===== config.mk =====
export PLATFORM = sky130hd
export DESIGN_NAME = channel_frontend
export DESIGN_NICKNAME = d
export VERILOG_FILES = /design/src/rtl/channel_frontend_pkg.sv /design/src/rtl/channel_frontend_tag_filter.sv /design/src/rtl/channel_frontend.sv
export SDC_FILE = /design/constraint.sdc
export NUM_CORES = 1
export LEC_CHECK = 0
export CAP_MARGIN = 20
export CORE_UTILIZATION = 54
export DETAILED_ROUTE_END_ITERATION = 12
export PLACE_DENSITY = 0.84
export SLEW_MARGIN = 30
export SYNTH_ARGS = -nofsm -noshare
export SYNTH_HDL_FRONTEND = slang
export SYNTH_SLANG_ARGS = --single-unit
export TNS_END_PERCENT = 10

===== constraint.sdc =====
create_clock -name clk -period 5.58 [get_ports clk]
set_clock_uncertainty 0.05 [all_clocks]
set_input_delay 1.116 -clock clk [delete_from_list [all_inputs] [get_ports clk]]
set_output_delay 1.116 -clock clk [all_outputs]
set_load 0.02 [all_outputs]

===== src/rtl/channel_frontend_pkg.sv =====
// Shared definitions for the channel A/B frontend: FSM state encoding, tag
// bit positions and parity/sizing helpers.
package channel_frontend_pkg;

  typedef enum logic [1:0] {
    ST_OFF      = 2'd0,
    ST_ARMING   = 2'd1,
    ST_ACTIVE   = 2'd2,
    ST_DRAINING = 2'd3
  } state_e;

  localparam int NUM_IN_TAGS  = 6;
  localparam int NUM_OUT_TAGS = 7;

  // Bit positions of the inbound tags inside the packed inbound tag vector
  localparam int TAG_SERVICE     = 0;
  localparam int TAG_STATUS      = 1;
  localparam int TAG_ADDRESS     = 2;
  localparam int TAG_OPERATIONAL = 3;
  localparam int TAG_SELECT      = 4;
  localparam int TAG_REQUEST     = 5;

  // Parity bit that makes data plus parity contain an odd number of ones.
  // Narrower buses are zero-extended, which leaves the XOR unchanged.
  function automatic logic odd_parity_bit(input logic [63:0] data);
    return ~(^data);
  endfunction

  function automatic int max3(input int a, input int b, input int c);
    int m;
    m = (a > b) ? a : b;
    return (m > c) ? m : c;
  endfunction

  function automatic int counter_width(input int a, input int b, input int c);
    int m;
    m = max3(a, b, c);
    return (m < 1) ? 1 : $clog2(m + 1);
  endfunction

endpackage


===== src/rtl/channel_frontend_tag_filter.sv =====
// One-bit synchronizer followed by an optional consecutive-cycle glitch filter.
// FILTER_CYCLES=0 turns the filter into a plain wire after the synchronizer.
module channel_frontend_tag_filter #(
  parameter int   SYNC_STAGES   = 2,
  parameter int   FILTER_CYCLES = 2,
  parameter logic RESET_VAL     = 1'b1
) (
  input  logic clk,
  input  logic reset,
  input  logic din,
  output logic q
);

  logic [SYNC_STAGES-1:0] sync_r;

  // Synchronizer shift chain, loaded with the inactive level on reset
  always_ff @(posedge clk or posedge reset) begin
    if (reset) begin
      sync_r <= {SYNC_STAGES{RESET_VAL}};
    end else begin
      sync_r <= {sync_r[SYNC_STAGES-2:0], din};
    end
  end

  if (FILTER_CYCLES == 0) begin : g_nofilt
    assign q = sync_r[SYNC_STAGES-1];
  end else begin : g_filt
    localparam int CW = $clog2(FILTER_CYCLES + 1);
    localparam logic [CW-1:0] LAST = CW'(FILTER_CYCLES - 1);

    logic [CW-1:0] cnt_r;
    logic          filt_r;
    logic          synced_s;

    assign synced_s = sync_r[SYNC_STAGES-1];

    // Count consecutive disagreeing cycles; any agreement restarts the count
    always_ff @(posedge clk or posedge reset) begin
      if (reset) begin
        filt_r <= RESET_VAL;
        cnt_r  <= CW'(0);
      end else if (synced_s != filt_r) begin
        if (cnt_r >= LAST) begin
          filt_r <= synced_s;
          cnt_r  <= CW'(0);
        end else begin
          cnt_r  <= cnt_r + CW'(1);
        end
      end else begin
        cnt_r <= CW'(0);
      end
    end

    assign q = filt_r;
  end

endmodule


===== src/rtl/channel_frontend.sv =====
// Channel B (internal, active-high) to channel A (external pads) frontend with
// inbound sync/filtering, odd bus parity and an arm/drain driver-enable sequencer.
module channel_frontend
  import channel_frontend_pkg::*;
#(
  parameter int BUS_WIDTH     = 8,
  parameter int SYNC_STAGES   = 2,
  parameter int FILTER_CYCLES = 2,
  parameter int ARM_CYCLES    = 4,
  parameter int DRAIN_CYCLES  = 4
) (
  input  logic                 clk,
  input  logic                 reset,
  input  logic                 enable,
  input  logic [BUS_WIDTH-1:0] b_bus_out,
  input  logic                 b_operational_out,
  input  logic                 b_hold_out,
  input  logic                 b_select_out,
  input  logic                 b_address_out,
  input  logic                 b_command_out,
  input  logic                 b_service_out,
  input  logic                 b_suppress_out,
  output logic [BUS_WIDTH-1:0] b_bus_in,
  output logic                 b_request_in,
  output logic                 b_select_in,
  output logic                 b_operational_in,
  output logic                 b_address_in,
  output logic                 b_status_in,
  output logic                 b_service_in,
  output logic                 b_parity_error,
  output logic                 b_ready,
  input  logic [BUS_WIDTH-1:0] a_bus_in_n,
  input  logic                 a_bus_in_p_n,
  input  logic                 a_request_in_n,
  input  logic                 a_select_in_n,
  input  logic                 a_operational_in_n,
  input  logic                 a_address_in_n,
  input  logic                 a_status_in_n,
  input  logic                 a_service_in_n,
  output logic [BUS_WIDTH-1:0] a_bus_out,
  output logic                 a_bus_out_p,
  output logic                 a_operational_out,
  output logic                 a_hold_out,
  output logic                 a_select_out,
  output logic                 a_address_out,
  output logic                 a_command_out,
  output logic                 a_service_out,
  output logic                 a_suppress_out,
  output logic                 driver_enable
);

  localparam int CNT_W = counter_width(ARM_CYCLES, DRAIN_CYCLES, FILTER_CYCLES);
  localparam logic [CNT_W-1:0] CNT_MAX    = {CNT_W{1'b1}};
  localparam logic [CNT_W-1:0] ARM_LAST   = CNT_W'(ARM_CYCLES - 1);
  localparam logic [CNT_W-1:0] DRAIN_LAST = CNT_W'(DRAIN_CYCLES - 1);

  logic [NUM_IN_TAGS-1:0]  tag_n_s;
  logic [NUM_IN_TAGS-1:0]  tag_raw_s;
  logic [NUM_IN_TAGS-1:0]  tag_s;
  logic [BUS_WIDTH-1:0]    bus_raw_s;
  logic [BUS_WIDTH-1:0]    bus_s;
  logic                    par_raw_s;
  logic                    par_s;
  logic                    prev_status_r;
  logic                    prev_service_r;
  logic                    rise_s;
  logic                    parity_bad_s;

  state_e                  state_r;
  state_e                  next_state_s;
  logic [CNT_W-1:0]        cnt_r;

  logic                    active_s;
  logic                    drv_en_s;
  logic [NUM_OUT_TAGS-1:0] b_out_tags_s;
  logic [NUM_OUT_TAGS-1:0] a_tags_s;
  logic [BUS_WIDTH-1:0]    a_bus_s;
  logic                    a_par_s;
  logic [BUS_WIDTH-1:0]    b_bus_s;
  logic [NUM_IN_TAGS-1:0]  b_tags_s;
  logic                    perr_s;

  assign tag_n_s[TAG_REQUEST]     = a_request_in_n;
  assign tag_n_s[TAG_SELECT]      = a_select_in_n;
  assign tag_n_s[TAG_OPERATIONAL] = a_operational_in_n;
  assign tag_n_s[TAG_ADDRESS]     = a_address_in_n;
  assign tag_n_s[TAG_STATUS]      = a_status_in_n;
  assign tag_n_s[TAG_SERVICE]     = a_service_in_n;

  for (genvar i = 0; i < BUS_WIDTH; i++) begin : g_bus
    channel_frontend_tag_filter #(
      .SYNC_STAGES  (SYNC_STAGES),
      .FILTER_CYCLES(0),
      .RESET_VAL    (1'b1)
    ) u_bus_sync (
      .clk  (clk),
      .reset(reset),
      .din  (a_bus_in_n[i]),
      .q    (bus_raw_s[i])
    );
  end

  channel_frontend_tag_filter #(
    .SYNC_STAGES  (SYNC_STAGES),
    .FILTER_CYCLES(0),
    .RESET_VAL    (1'b1)
  ) u_par_sync (
    .clk  (clk),
    .reset(reset),
    .din  (a_bus_in_p_n),
    .q    (par_raw_s)
  );

  for (genvar t = 0; t < NUM_IN_TAGS; t++) begin : g_tag
    channel_frontend_tag_filter #(
      .SYNC_STAGES  (SYNC_STAGES),
      .FILTER_CYCLES(FILTER_CYCLES),
      .RESET_VAL    (1'b1)
    ) u_tag_filter (
      .clk  (clk),
      .reset(reset),
      .din  (tag_n_s[t]),
      .q    (tag_raw_s[t])
    );
  end

  assign bus_s = ~bus_raw_s;
  assign par_s = ~par_raw_s;
  assign tag_s = ~tag_raw_s;

  // Previous filtered status/service, for rising-edge detection
  always_ff @(posedge clk or posedge reset) begin
    if (reset) begin
      prev_status_r  <= 1'b0;
      prev_service_r <= 1'b0;
    end else begin
      prev_status_r  <= tag_s[TAG_STATUS];
      prev_service_r <= tag_s[TAG_SERVICE];
    end
  end

  // Simultaneous status and service rises merge into one check
  assign rise_s       = (tag_s[TAG_STATUS] & ~prev_status_r) |
                        (tag_s[TAG_SERVICE] & ~prev_service_r);
  assign parity_bad_s = (par_s != odd_parity_bit(64'(bus_s)));

  // Sequencer state and dwell counter; counter restarts on every state change
  always_ff @(posedge clk or posedge reset) begin
    if (reset) begin
      state_r <= ST_OFF;
      cnt_r   <= CNT_W'(0);
    end else begin
      state_r <= next_state_s;
      if (next_state_s != state_r) begin
        cnt_r <= CNT_W'(0);
      end else if (cnt_r != CNT_MAX) begin
        cnt_r <= cnt_r + CNT_W'(1);
      end else begin
        cnt_r <= cnt_r;
      end
    end
  end

  // Next-state logic; draining always runs to completion before OFF
  always_comb begin
    next_state_s = state_r;
    case (state_r)
      ST_OFF: begin
        if (enable) next_state_s = ST_ARMING;
        else        next_state_s = ST_OFF;
      end
      ST_ARMING: begin
        if (!enable)                next_state_s = ST_OFF;
        else if (cnt_r == ARM_LAST) next_state_s = ST_ACTIVE;
        else                        next_state_s = ST_ARMING;
      end
      ST_ACTIVE: begin
        if (!enable) next_state_s = ST_DRAINING;
        else         next_state_s = ST_ACTIVE;
      end
      ST_DRAINING: begin
        if (cnt_r == DRAIN_LAST) next_state_s = ST_OFF;
        else                     next_state_s = ST_DRAINING;
      end
      default: next_state_s = ST_OFF;
    endcase
  end

  // Output decode from the upcoming state so registered outputs track the state register
  always_comb begin
    active_s     = (next_state_s == ST_ACTIVE);
    drv_en_s     = (next_state_s != ST_OFF);
    b_out_tags_s = {b_operational_out, b_hold_out, b_select_out, b_address_out,
                    b_command_out, b_service_out, b_suppress_out};
    if (active_s) begin
      a_bus_s  = b_bus_out;
      a_par_s  = odd_parity_bit(64'(b_bus_out));
      a_tags_s = b_out_tags_s;
      b_bus_s  = bus_s;
      b_tags_s = tag_s;
      perr_s   = rise_s & parity_bad_s;
    end else begin
      a_bus_s  = {BUS_WIDTH{1'b0}};
      a_par_s  = 1'b0;
      a_tags_s = {NUM_OUT_TAGS{1'b0}};
      b_bus_s  = {BUS_WIDTH{1'b0}};
      b_tags_s = {NUM_IN_TAGS{1'b0}};
      b_tags_s[TAG_SELECT] = b_select_out;
      perr_s   = 1'b0;
    end
  end

  // Output registers, cleared asynchronously so reset releases the pads at once
  always_ff @(posedge clk or posedge reset) begin
    if (reset) begin
      driver_enable    <= 1'b0;
      b_ready          <= 1'b0;
      a_bus_out        <= {BUS_WIDTH{1'b0}};
      a_bus_out_p      <= 1'b0;
      {a_operational_out, a_hold_out, a_select_out, a_address_out,
       a_command_out, a_service_out, a_suppress_out} <= {NUM_OUT_TAGS{1'b0}};
      b_bus_in         <= {BUS_WIDTH{1'b0}};
      b_request_in     <= 1'b0;
      b_select_in      <= 1'b0;
      b_operational_in <= 1'b0;
      b_address_in     <= 1'b0;
      b_status_in      <= 1'b0;
      b_service_in     <= 1'b0;
      b_parity_error   <= 1'b0;
    end else begin
      driver_enable    <= drv_en_s;
      b_ready          <= active_s;
      a_bus_out        <= a_bus_s;
      a_bus_out_p      <= a_par_s;
      {a_operational_out, a_hold_out, a_select_out, a_address_out,
       a_command_out, a_service_out, a_suppress_out} <= a_tags_s;
      b_bus_in         <= b_bus_s;
      b_request_in     <= b_tags_s[TAG_REQUEST];
      b_select_in      <= b_tags_s[TAG_SELECT];
      b_operational_in <= b_tags_s[TAG_OPERATIONAL];
      b_address_in     <= b_tags_s[TAG_ADDRESS];
      b_status_in      <= b_tags_s[TAG_STATUS];
      b_service_in     <= b_tags_s[TAG_SERVICE];
      b_parity_error   <= perr_s;
    end
  end

endmodule


==> metrics.md, run 1 <==
| Metric | Value |
|---|---|
| Outcome | `complete, no violations` |
| Final WS setup | `3110 ps` |
| CTS max path bufs | `2` |
| Period utilization | `44.2%` |
| Filler cell count | `381` |
| Worst Path Required | `4410 ps` |
| Ports | `66` |
| RePlAce Congestion | `0.736` |
| Min Clock Period, post-route | `2470 ps` |
| Nature of the critical path endpoint | `output port` |
| Synth Net Count | `260` |
| Top cells by area, synth | `dfrtp_1 41%, dfstp_2 30%, ha_1 5.9%` |
| Slew Limit Fails | `0` |
| Largest net degree at the start of global routing | `55` |
| PortBufs | `65` |
| Cts repair resizes | `0` |
| First-pass GRT wire length | `7440 um` |
| Via-per-instance ratio | `4.71` |
| Endpoints failing setup | `0` |
| CTS tree | `yes` |
| Die area | `6170 um2` |
| Top-count cell post-synth | `dfrtp_1` |
| Yosys top cell by area | `dfrtp_1` |
| Post-synth EDFFs | `0` |
| Clock sinks | `88` |
| Vias in the first global route | `1721` |
| CP Launch Type | `flop` |
| Die Span X | `78.5 um` |
| CP Cell Sequence | `clkdlybuf4s50_1` |
| Half-perimeter wire length after placement | `3180 um` |
| Setup CP Type | `reg2out` |
| Max incr delay on CP | `600 ps` |
| Die Ht | `78.5 um` |
| 1st-pass router iterations | `3` |
| Endpoints failing hold | `0` |
| P&R area growth vs syn | `28.5%` |
| CTS root buffer | `clkbuf_8` |
| Post-CTS Setup Bufs | `0` |
| Antenna Cells | `0` |
| Synth top area share | `41.2%` |
| Detailed Route WL | `4530 um` |
| Final net count | `335` |
| Net Sw Frac | `28.0%` |
| DR WL/cell | `12.5 um` |
| Setup TNS | `0 ps` |
| Post-synthesis sequential area ratio | `71.1%` |
| Clock power share | `22.9%` |
| Synth warnings | `0` |
| Worst Tran Pin Value | `612 ps` |
| Rel. slew slack | `59.2%` |
| Share of layout cells above drive strength 1 | `23.0%` |
| WP data arrival | `1300 ps` |
| Hold_buf cts | `0` |
| CTS H-tree lvls | `3` |
| DRC viols | `0` |
| Clock latency on the worst-skew pair | `340 ps` |
| Slowest cell on crit path | `clkdlybuf4s50_1` |
| Global route total overflow | `0` |
| Leakage | `0.00185 uW` |
| Vias after detailed routing | `1708` |
| Core Area | `5570 um2` |
| Switching Power | `463 uW` |
| Initial antenna violation count | `0` |
| #FFs+latches synth | `88` |
| Num CTS Buffers | `9` |
| Power per cell area | `407 nW/um2` |
| Multi-input gate area | `835 um2` |
| Reg power frac | `51.4%` |
| RSZ-0062 raised after global routing | `false` |
| Initial DRC count | `49` |
| Place WS | `2900 ps` |
| Tightest Hold Check Type | `reg2reg` |
| Syn avg cell area | `14.9 um2` |
| Synth Instances | `212` |
| Ys async rst share | `100%` |
| Power Internal | `1190 uW` |
| Cell area after synthesis | `3160 um2` |
| Rows | `27` |
| Comb pwr share | `25.8%` |
| Critical path fanouts, max | `1` |
| Reg area | `2250 um2` |
| VDD IR max | `0.000271 V` |
| Number of antenna-violating nets in the routed design | `0` |
| Max_cap viols | `0` |
| Commonest cells in the netlist | `52 x dfrtp_1, 36 x dfstp_2, 19 x nor2_1` |
| Final core utilization | `72.9%` |
| Worst path top cell family by delay | `buffers and inverters` |
| Crit path buffers/inverters | `1` |
| F_max | `406 MHz` |
| Top FF cell, synth | `dfrtp_1` |
| Initial core utilization | `56.7%` |
| Clock slew at reported path FFs | `80 ps` |
| Gr usage total | `16.8%` |
| Synth unique cells | `27` |
==> power by group through the flow <==
| stage | Clock [uW] | Sequential, uW | Combinational (uW) |
|---|---|---|---|
| 2_1_floorplan | 0 | 891 | 244 |
| 3_3_place_gp | 0 | 856 | 415 |
| 3_5_place_dp | 0 | 861 | 431 |
| 4_1_cts | 393 | 850 | 434 |
| 5_1_grt | 410 | 865 | 476 |
| 6_report | 378 | 849 | 426 |
==> layout by cell type, fill, tap and decap left out, types with 2 or more instances in the layout <==
cell / synthesis / layout
clkdlybuf4s50_1: 0 / 65
dfrtp_1: 52 / 52
dfstp_2: 36 / 36
nor2_1: 19 / 19
inv_1: 16 / 15
ha_1: 15 / 15
and2_1: 12 / 12
xnor2_1: 12 / 12
clkbuf_8: 0 / 11
and2_4: 9 / 9
xor2_1: 9 / 9
and3_1: 7 / 7
mux2_2: 6 / 6
nand2_1: 3 / 3
clkbuf_1: 0 / 3
o21ai_0: 2 / 2
==> stage by stage <==
stage | power (uW) | std cells | hold slack [ps] | instance area (um2)
after floorplan | 1140 | 212 | 295 | 3160
after detailed placement | 1290 | 348 | 297 | 3890
after global placement | 1270 | 348 | 295 | 3890
final | 1650 | 363 | 303 | 4060
after global routing | 1750 | 363 | 308 | 4060
after CTS | 1680 | 363 | 308 | 4060
==> area by class of cell <==
| cell class | instances | area share [%] |
|---|---|---|
| timing repair buffer | 66 | 16.2 |
| multi-input combinational | 105 | 20.5 |
| clock inverter | 1 | 0.123 |
| sequential | 88 | 55.3 |
| tap | 72 | 2.22 |
| inverter | 17 | 1.63 |
| clock buffer | 14 | 4.00 |
==> final timing paths <==
| kind | startpoint | endpoint | slack, ps | cells after the start |
|---|---|---|---|---|
| worst min register to register | g_tag[0].u_tag_filter.sync_r[0]$_DFF_PP1_ | g_tag[0].u_tag_filter.sync_r[1]$_DFF_PP1_ | 300 | 0 |
| worst max register to register | cnt_r[0]$_DFFE_PP0P_ | a_bus_out[5]$_DFF_PP0_ | 3500 | 6 |
| worst max-delay path | a_bus_out[0]$_DFF_PP0_ | a_bus_out[0] | 3110 | 1 |
| max in group asynchronous | reset | g_tag[0].u_tag_filter.q$_DFFE_PP1P_ | 3440 | 3 |
| worst min-delay path | g_tag[0].u_tag_filter.sync_r[0]$_DFF_PP1_ | g_tag[0].u_tag_filter.sync_r[1]$_DFF_PP1_ | 300 | 0 |
| min in group asynchronous | reset | a_bus_out[7]$_DFF_PP0_ | 1160 | 2 |
==> sequential cells by signal, summed over array words and instances, names as in the netlist, 2 cells and up <==
signal	cells
g_tag.u_tag_filter.g_filt.cnt_r	12
g_bus.u_bus_sync.sync_r	16
cnt_r	3
b_bus_in	8
g_tag.u_tag_filter.q	6
g_tag.u_tag_filter.sync_r	12
a_bus_out	8
state_r	2
u_par_sync.sync_r	2
==> per-layer routing <==
| layer | global-route usage [%] | vias to the layer above | part of all wire, % |
|---|---|---|---|
| met5 | 0 | - | 0 |
| li1 | - | 818 | - |
| met4 | 11.3 | 0 | 3.4 |
| met2 | 25.6 | 56 | 48 |
| met1 | 19.3 | 819 | 41 |
| met3 | 7.09 | 15 | 7.8 |
==> kinds of logic after synthesis <==
logic type	share of synthesized area, %
multiplexers	2.45
buffers and inverters	2.53
XOR/XNOR	6.53
flip-flops	71.1
adder cells (fa/ha/maj)	5.94
AND/OR/NAND/NOR	9.54
AO/OA/AOI/OAI	1.94
(Power assumes the default switching activity.)
==> run 2, diff against run 1 <==
CORE_UTILIZATION = 45   (was 54)
PLACE_DENSITY = 0.75   (was 0.84)
clock period = 2.2 ns   (was 5.58 ns; I/O delays follow)
==> run 2 against run 1 <==
Compared with the run above:
- total power grew to 2.6 times the previous value
- core utilization fell by 12 points
- critical endpoint is now b_select_in
- largest cell class unchanged
- non-clock buffer count increased by 1
- count of clock-buffer cells in the layout decreased by 4
- routed wire length is 6.9% higher
- highest routed layer unchanged
- die area up 19%
- setup slack worse by 2700 ps
- design area is 1.5% higher
- clock power increased to 2.6 times the previous value
- via count shrank 0.82%
==> metrics.md, run 2 (synthesized netlist as in run 1, its figures left out) <==
| Metric | Value |
|---|---|
| Hold_buf cts | `0 (unchanged)` |
| Number of antenna-violating nets in the routed design | `0 (unchanged)` |
| Power per cell area | `1030 nW/um2 (+150%)` |
| Slowest cell on crit path | `clkdlybuf4s50_1` |
| Ports | `66 (unchanged)` |
| CTS tree | `yes` |
| DR WL/cell | `12.4 um (-0.28%)` |
| Setup TNS | `0 ps (unchanged)` |
| Share of layout cells above drive strength 1 | `24.2% (+1.2 points)` |
| Post-CTS Setup Bufs | `0 (unchanged)` |
| Post-DP Area | `3950 um2 (+1.3%)` |
| Setup CP Type | `reg2out` |
| PortBufs | `65 (unchanged)` |
| Die Ht | `85.8 um (+9.3%)` |
| Filler cell count | `521 (+37%)` |
| Initial core utilization | `46.5% (-10 points)` |
| Rows | `30 (+11%)` |
| Worst path top cell family by delay | `buffers and inverters` |
| Core Area | `6790 um2 (+22%)` |
| Clock sinks | `88 (unchanged)` |
| Tightest Hold Check Type | `reg2reg` |
| P&R area growth vs syn | `30.5%` |
| Max_cap viols | `0 (unchanged)` |
| Worst Tran Pin Value | `442 ps (-170 ps)` |
| 1st-pass router iterations | `6 (+3)` |
| Die Span X | `85.8 um (+9.3%)` |
| Vias after detailed routing | `1694 (-0.82%)` |
| Worst Path Required | `1710 ps (-2700 ps)` |
| CP Launch Type | `flop` |
| Cts repair resizes | `0 (unchanged)` |
| Max FFs per register | `16 (unchanged)` |
| Max incr delay on CP | `600 ps (about the same)` |
| CTS H-tree lvls | `3 (unchanged)` |
| RSZ-0062 raised after global routing | `false` |
| WP data arrival | `1320 ps (+20 ps)` |
| Die area | `7370 um2 (+19%)` |
| Outcome | `complete, no violations` |
| Detailed Route WL | `4840 um (+6.9%)` |
| Initial DRC count | `79 (+61%)` |
| Half-perimeter wire length after placement | `3240 um (+2.0%)` |
| Largest net degree at the start of global routing | `89 (+62%)` |
| First-pass GRT wire length | `8030 um (+8.0%)` |
| Rel. slew slack | `70.5% (+11 points)` |
| Critical path fanouts, max | `1 (unchanged)` |
| Largest register by flop count | `g_bus.u_bus_sync.sync_r` |
| Antenna Cells | `0 (unchanged)` |
| Design Area, Final | `4130 um2 (+1.5%)` |
| Endpoints failing hold | `0 (unchanged)` |
| Num CTS Buffers | `9 (unchanged)` |
| CTS root buffer | `clkbuf_8` |
| Endpoints failing setup | `0 (unchanged)` |
| Min Clock Period, post-route | `1810 ps` |
| RePlAce Congestion | `0.702 (-4.6%)` |
| Global route total overflow | `0 (unchanged)` |
| Initial antenna violation count | `0 (unchanged)` |
| Via-per-instance ratio | `4.35 (-7.4%)` |
| Vias in the first global route | `1771 (+2.9%)` |
| Clock latency on the worst-skew pair | `360 ps (+20 ps)` |
| Nature of the critical path endpoint | `output port` |
| Final net count | `336 (+0.30%)` |
| Period utilization | `82.3%` |
| CTS max path bufs | `2 (unchanged)` |
| F_max | `552 MHz` |
| Most frequent cells in the layout | `65 x clkdlybuf4s50_1, 52 x dfrtp_1, 36 x dfstp_2, 19 x nor2_1` |
| VDD IR max | `0.000506 V (+87%)` |
| Most common cell after layout, fill and taps aside | `clkdlybuf4s50_1` |
| Largest regs | `g_bus.u_bus_sync.sync_r: 16 flops, g_tag.u_tag_filter.g_filt.cnt_r: 12 flops, g_tag.u_tag_filter.sync_r: 12 flops` |
| Gr usage total | `15.1% (-1.7 points)` |
| DRC viols | `0 (unchanged)` |
| Clock slew at reported path FFs | `90 ps (about the same)` |
| Crit path buffers/inverters | `1 (unchanged)` |
| Leakage | `0.00186 uW (+0.10%)` |
| Slew Limit Fails | `0 (unchanged)` |
| CP Cell Sequence | `clkdlybuf4s50_1` |
[run 2: where the power goes]
group          switching (uW)  leakage (uW)  internal (uW)
Combinational             525      0.000701            574
Sequential                164       0.00107           1980
Clock                     577     0.0000839            424
[run 2: final cells by class]
class | count | area (um2) | share of cell area, %
repair buffers | 67 | 678 | 16.4
multi-input cells | 105 | 835 | 20.2
clock inverters | 6 | 50.0 | 1.21
inverters | 17 | 67.6 | 1.64
well taps | 96 | 120 | 2.91
clock buffers | 10 | 128 | 3.09
flip-flops and latches | 88 | 2250 | 54.5
[run 2: per-stage QoR]
step	hold slack, ps	total power [uW]	util (%)	instances	setup WS, ps
floorplan	295	2880	-	212	489
global placement	296	3240	58.1	373	521
detailed placement	297	3300	58.1	373	471
CTS	310	4320	60.7	389	351
global route	311	4530	60.7	389	337
finish	308	4250	60.7	389	389
[run 2: layer usage]
metal | GRT usage, % | vias to the layer above | share of wire [%]
met5 | 0 | - | 0
met4 | 8.18 | 0 | 1.9
met3 | 7.22 | 6 | 8.1
met2 | 22.5 | 51 | 47
met1 | 18.4 | 821 | 43
li1 | - | 816 | -
[run 2: final timing paths]
check	to	slack [ps]	startpoint	cells past startpoint
worst max-delay path	b_select_in	390	b_select_in$_DFF_PP0_	1
worst min-delay path	g_bus[0].u_bus_sync.sync_r[1]$_DFF_PP1_	310	g_bus[0].u_bus_sync.sync_r[0]$_DFF_PP1_	0
worst max register to register	b_select_in$_DFF_PP0_	470	cnt_r[0]$_DFFE_PP0P_	6
worst min register to register	g_bus[0].u_bus_sync.sync_r[1]$_DFF_PP1_	310	g_bus[0].u_bus_sync.sync_r[0]$_DFF_PP1_	0
max in group asynchronous	g_bus[0].u_bus_sync.sync_r[0]$_DFF_PP1_	1210	reset	3
min in group asynchronous	b_bus_in[2]$_DFF_PP0_	510	reset	3
==> run 3, diff against run 2 <==
CORE_UTILIZATION = 50   (was 45)
PLACE_DENSITY = 0.78   (was 0.75)
clock period = 1.75 ns   (was 2.2 ns; I/O delays follow)
==> run 3 against run 2 <==
Compared with the run above:
- the run now ends with negative setup slack left
- sequential power increased by 27%
- final cell count down 3.9%
- via count increased by 2.5%
- global-route usage grew 1.8 points
- register-to-register slack got worse by 470 ps
- flip-flop and latch count unchanged
- setup slack worse by 390 ps
- largest power group unchanged
==> metrics.md, run 3 (synthesized netlist as in run 1, its figures left out) <==
| Metric | Value |
|---|---|
| Outcome | `complete, but fails checks` |
| Violated checks | `negative setup slack` |
| RePlAce Congestion | `0.724 (+3.1%)` |
| Crit Reg-Reg Endpoint | `a_address_out$_DFF_PP0_` |
| Design Area, Final | `4280 um2 (+3.7%)` |
| Clock sinks | `88 (unchanged)` |
| Leakage | `0.00199 uW (+7.4%)` |
| Largest regs | `g_bus.u_bus_sync.sync_r: 16 flops, g_tag.u_tag_filter.g_filt.cnt_r: 12 flops, g_tag.u_tag_filter.sync_r: 12 flops` |
| Vias in the first global route | `1745 (-1.5%)` |
| P&R area growth vs syn | `35.3%` |
| Clock slew at reported path FFs | `80 ps (about the same)` |
| Endpoints failing hold | `0 (unchanged)` |
| DRC viols | `0 (unchanged)` |
| Worst Path Required | `1940 ps (+230 ps)` |
| VDD IR max | `0.000855 V (+69%)` |
| Tightest Hold Check Type | `reg2reg` |
| Post-DP Area | `3920 um2 (-0.67%)` |
| Die Ht | `81.5 um (-5.0%)` |
| RSZ-0062 raised after global routing | `true` |
| Share of layout cells above drive strength 1 | `27.4% (+3.2 points)` |
| Max FFs per register | `16 (unchanged)` |
| R2R depth | `7 (+1)` |
| Rel. slew slack | `71.4% (+0.85 points)` |
| Initial DRC count | `45 (-43%)` |
| Clock latency on the worst-skew pair | `350 ps (about the same)` |
| Crit path launch | `cnt_r[0]$_DFFE_PP0P_` |
| Place WS | `31.2 ps (-439 ps)` |
| CTS max path bufs | `2 (unchanged)` |
| Gr usage total | `16.9% (+1.8 points)` |
| Worst Tran Pin Value | `429 ps (-12.8 ps)` |
| Detailed Route WL | `5070 um (+4.8%)` |
| PortBufs | `65 (unchanged)` |
| Critical path fanouts, max | `8 (+7)` |
| Setup TNS | `-12.9 ps (-12.9 ps)` |
| Min Clock Period, post-route | `1750 ps` |
| Half-perimeter wire length after placement | `3310 um (+2.2%)` |
| Largest register by flop count | `g_bus.u_bus_sync.sync_r` |
| CTS tree | `yes` |
| Max_cap viols | `0 (unchanged)` |
| Reg2Reg Launch Point | `cnt_r[0]$_DFFE_PP0P_` |
| Vias after detailed routing | `1736 (+2.5%)` |
| 1st-pass router iterations | `4 (-2)` |
| Num CTS Buffers | `9 (unchanged)` |
| CP endpoint | `a_address_out$_DFF_PP0_` |
| Die area | `6650 um2 (-9.8%)` |
| Final net count | `342 (+1.8%)` |
| Nature of the critical path endpoint | `flop` |
| Slew Limit Fails | `0 (unchanged)` |
| Non-filler instance count after layout | `374 (-3.9%)` |
| FF-to-FF setup slack | `-5 ps (-470 ps)` |
| Final WS setup | `-4.97 ps (-394 ps)` |
| Initial antenna violation count | `0 (unchanged)` |
| Number of antenna-violating nets in the routed design | `0 (unchanged)` |
| Power per cell area | `1360 nW/um2 (+32%)` |
| Core Area | `6030 um2 (-11%)` |
| Power consumption | `5800 uW (+37%)` |
| Endpoints failing setup | `3 (+3)` |
| Largest net degree at the start of global routing | `89 (unchanged)` |
| Most common cell after layout, fill and taps aside | `clkdlybuf4s50_1` |
| CP Launch Type | `flop` |
| Placed cell count | `352 (-5.6%)` |
| WP data arrival | `1950 ps (+630 ps)` |
| Die Span X | `81.5 um (-5.0%)` |
| CTS H-tree lvls | `3 (unchanged)` |
| First-pass GRT wire length | `7900 um (-1.6%)` |
| F_max | `570 MHz` |
| Global route total overflow | `0 (unchanged)` |
| DR WL/cell | `13.6 um (+9.0%)` |
| Setup CP Type | `reg2reg` |
| Most frequent cells in the layout | `62 x clkdlybuf4s50_1, 52 x dfrtp_1, 36 x dfstp_2, 19 x nor2_1, 15 x inv_1` |
| Initial core utilization | `52.5% (+5.9 points)` |
| Antenna Cells | `0 (unchanged)` |
| CTS root buffer | `clkbuf_8` |
| Rows | `28 (-6.7%)` |
| Ports | `66 (unchanged)` |
| Via-per-instance ratio | `4.64 (+6.6%)` |
| Period utilization | `100%` |
run 3: layout make-up:
cell class	count	area [um2]
Multi-Input combinational cell	105	863
Clock inverter	5	78.8
Timing Repair inverter	1	8.76
Fill cell	431	1750
Timing Repair Buffer	72	761
Inverter	17	72.6
Sequential cell	88	2250
Clock buffer	11	151
Tap cell	75	93.8
run 3: worst min-delay path by stage:
stage	start	end	slack, ps	cells after the start
floorplan	g_bus[0].u_bus_sync.sync_r[0]$_DFF_PP1_	g_bus[0].u_bus_sync.sync_r[1]$_DFF_PP1_	300	0
global placement	g_tag[2].u_tag_filter.sync_r[0]$_DFF_PP1_	g_tag[2].u_tag_filter.sync_r[1]$_DFF_PP1_	300	0
detailed placement	g_bus[4].u_bus_sync.sync_r[0]$_DFF_PP1_	g_bus[4].u_bus_sync.sync_r[1]$_DFF_PP1_	300	0
CTS	g_tag[3].u_tag_filter.sync_r[0]$_DFF_PP1_	g_tag[3].u_tag_filter.sync_r[1]$_DFF_PP1_	300	0
global route	g_tag[0].u_tag_filter.sync_r[0]$_DFF_PP1_	g_tag[0].u_tag_filter.sync_r[1]$_DFF_PP1_	310	0
finish	g_tag[3].u_tag_filter.sync_r[0]$_DFF_PP1_	g_tag[3].u_tag_filter.sync_r[1]$_DFF_PP1_	300	0
run 3: metal layers:
layer	part of all wire [%]	track usage, %	wire (um)
met3	8.4	6.89	424
met5	0	0	0
met2	48	25.3	2410
met4	2.2	11.3	111
met1	42	20.0	2120
run 3: critical path, cell delays in order (launching register included):
cell and delay, ps:
dfrtp_1 410, ha_4 180, ha_4 160, and3b_2 230, o21ai_4 270, buf_6 160
inv_6 40, and2_4 140
run 3: what timing repair did:
item,CTS,global route
endpoints found under the setup margin,0,22
hold buffers,0,0
endpoints found under the hold margin,0,0
setup buffers,0,4
resized for setup,0,20
run 3: per-stage QoR:
step | util [%] | hold slack [ps]
2_1_floorplan | - | 295
3_3_place_gp | 65.1 | 296
3_5_place_dp | 65.1 | 297
4_1_cts | 68.9 | 305
5_1_grt | 71.0 | 312
6_report | 71.0 | 304
run 3: power breakdown:
part / leakage, uW / switching, uW / total (uW) / internal, uW
Clock: 0.000119 / 657 / 1540 / 879
Combinational: 0.000803 / 716 / 1550 / 830
Sequential: 0.00107 / 222 / 2720 / 2500
Total: 0.00199 / 1600 / 5800 / 4210
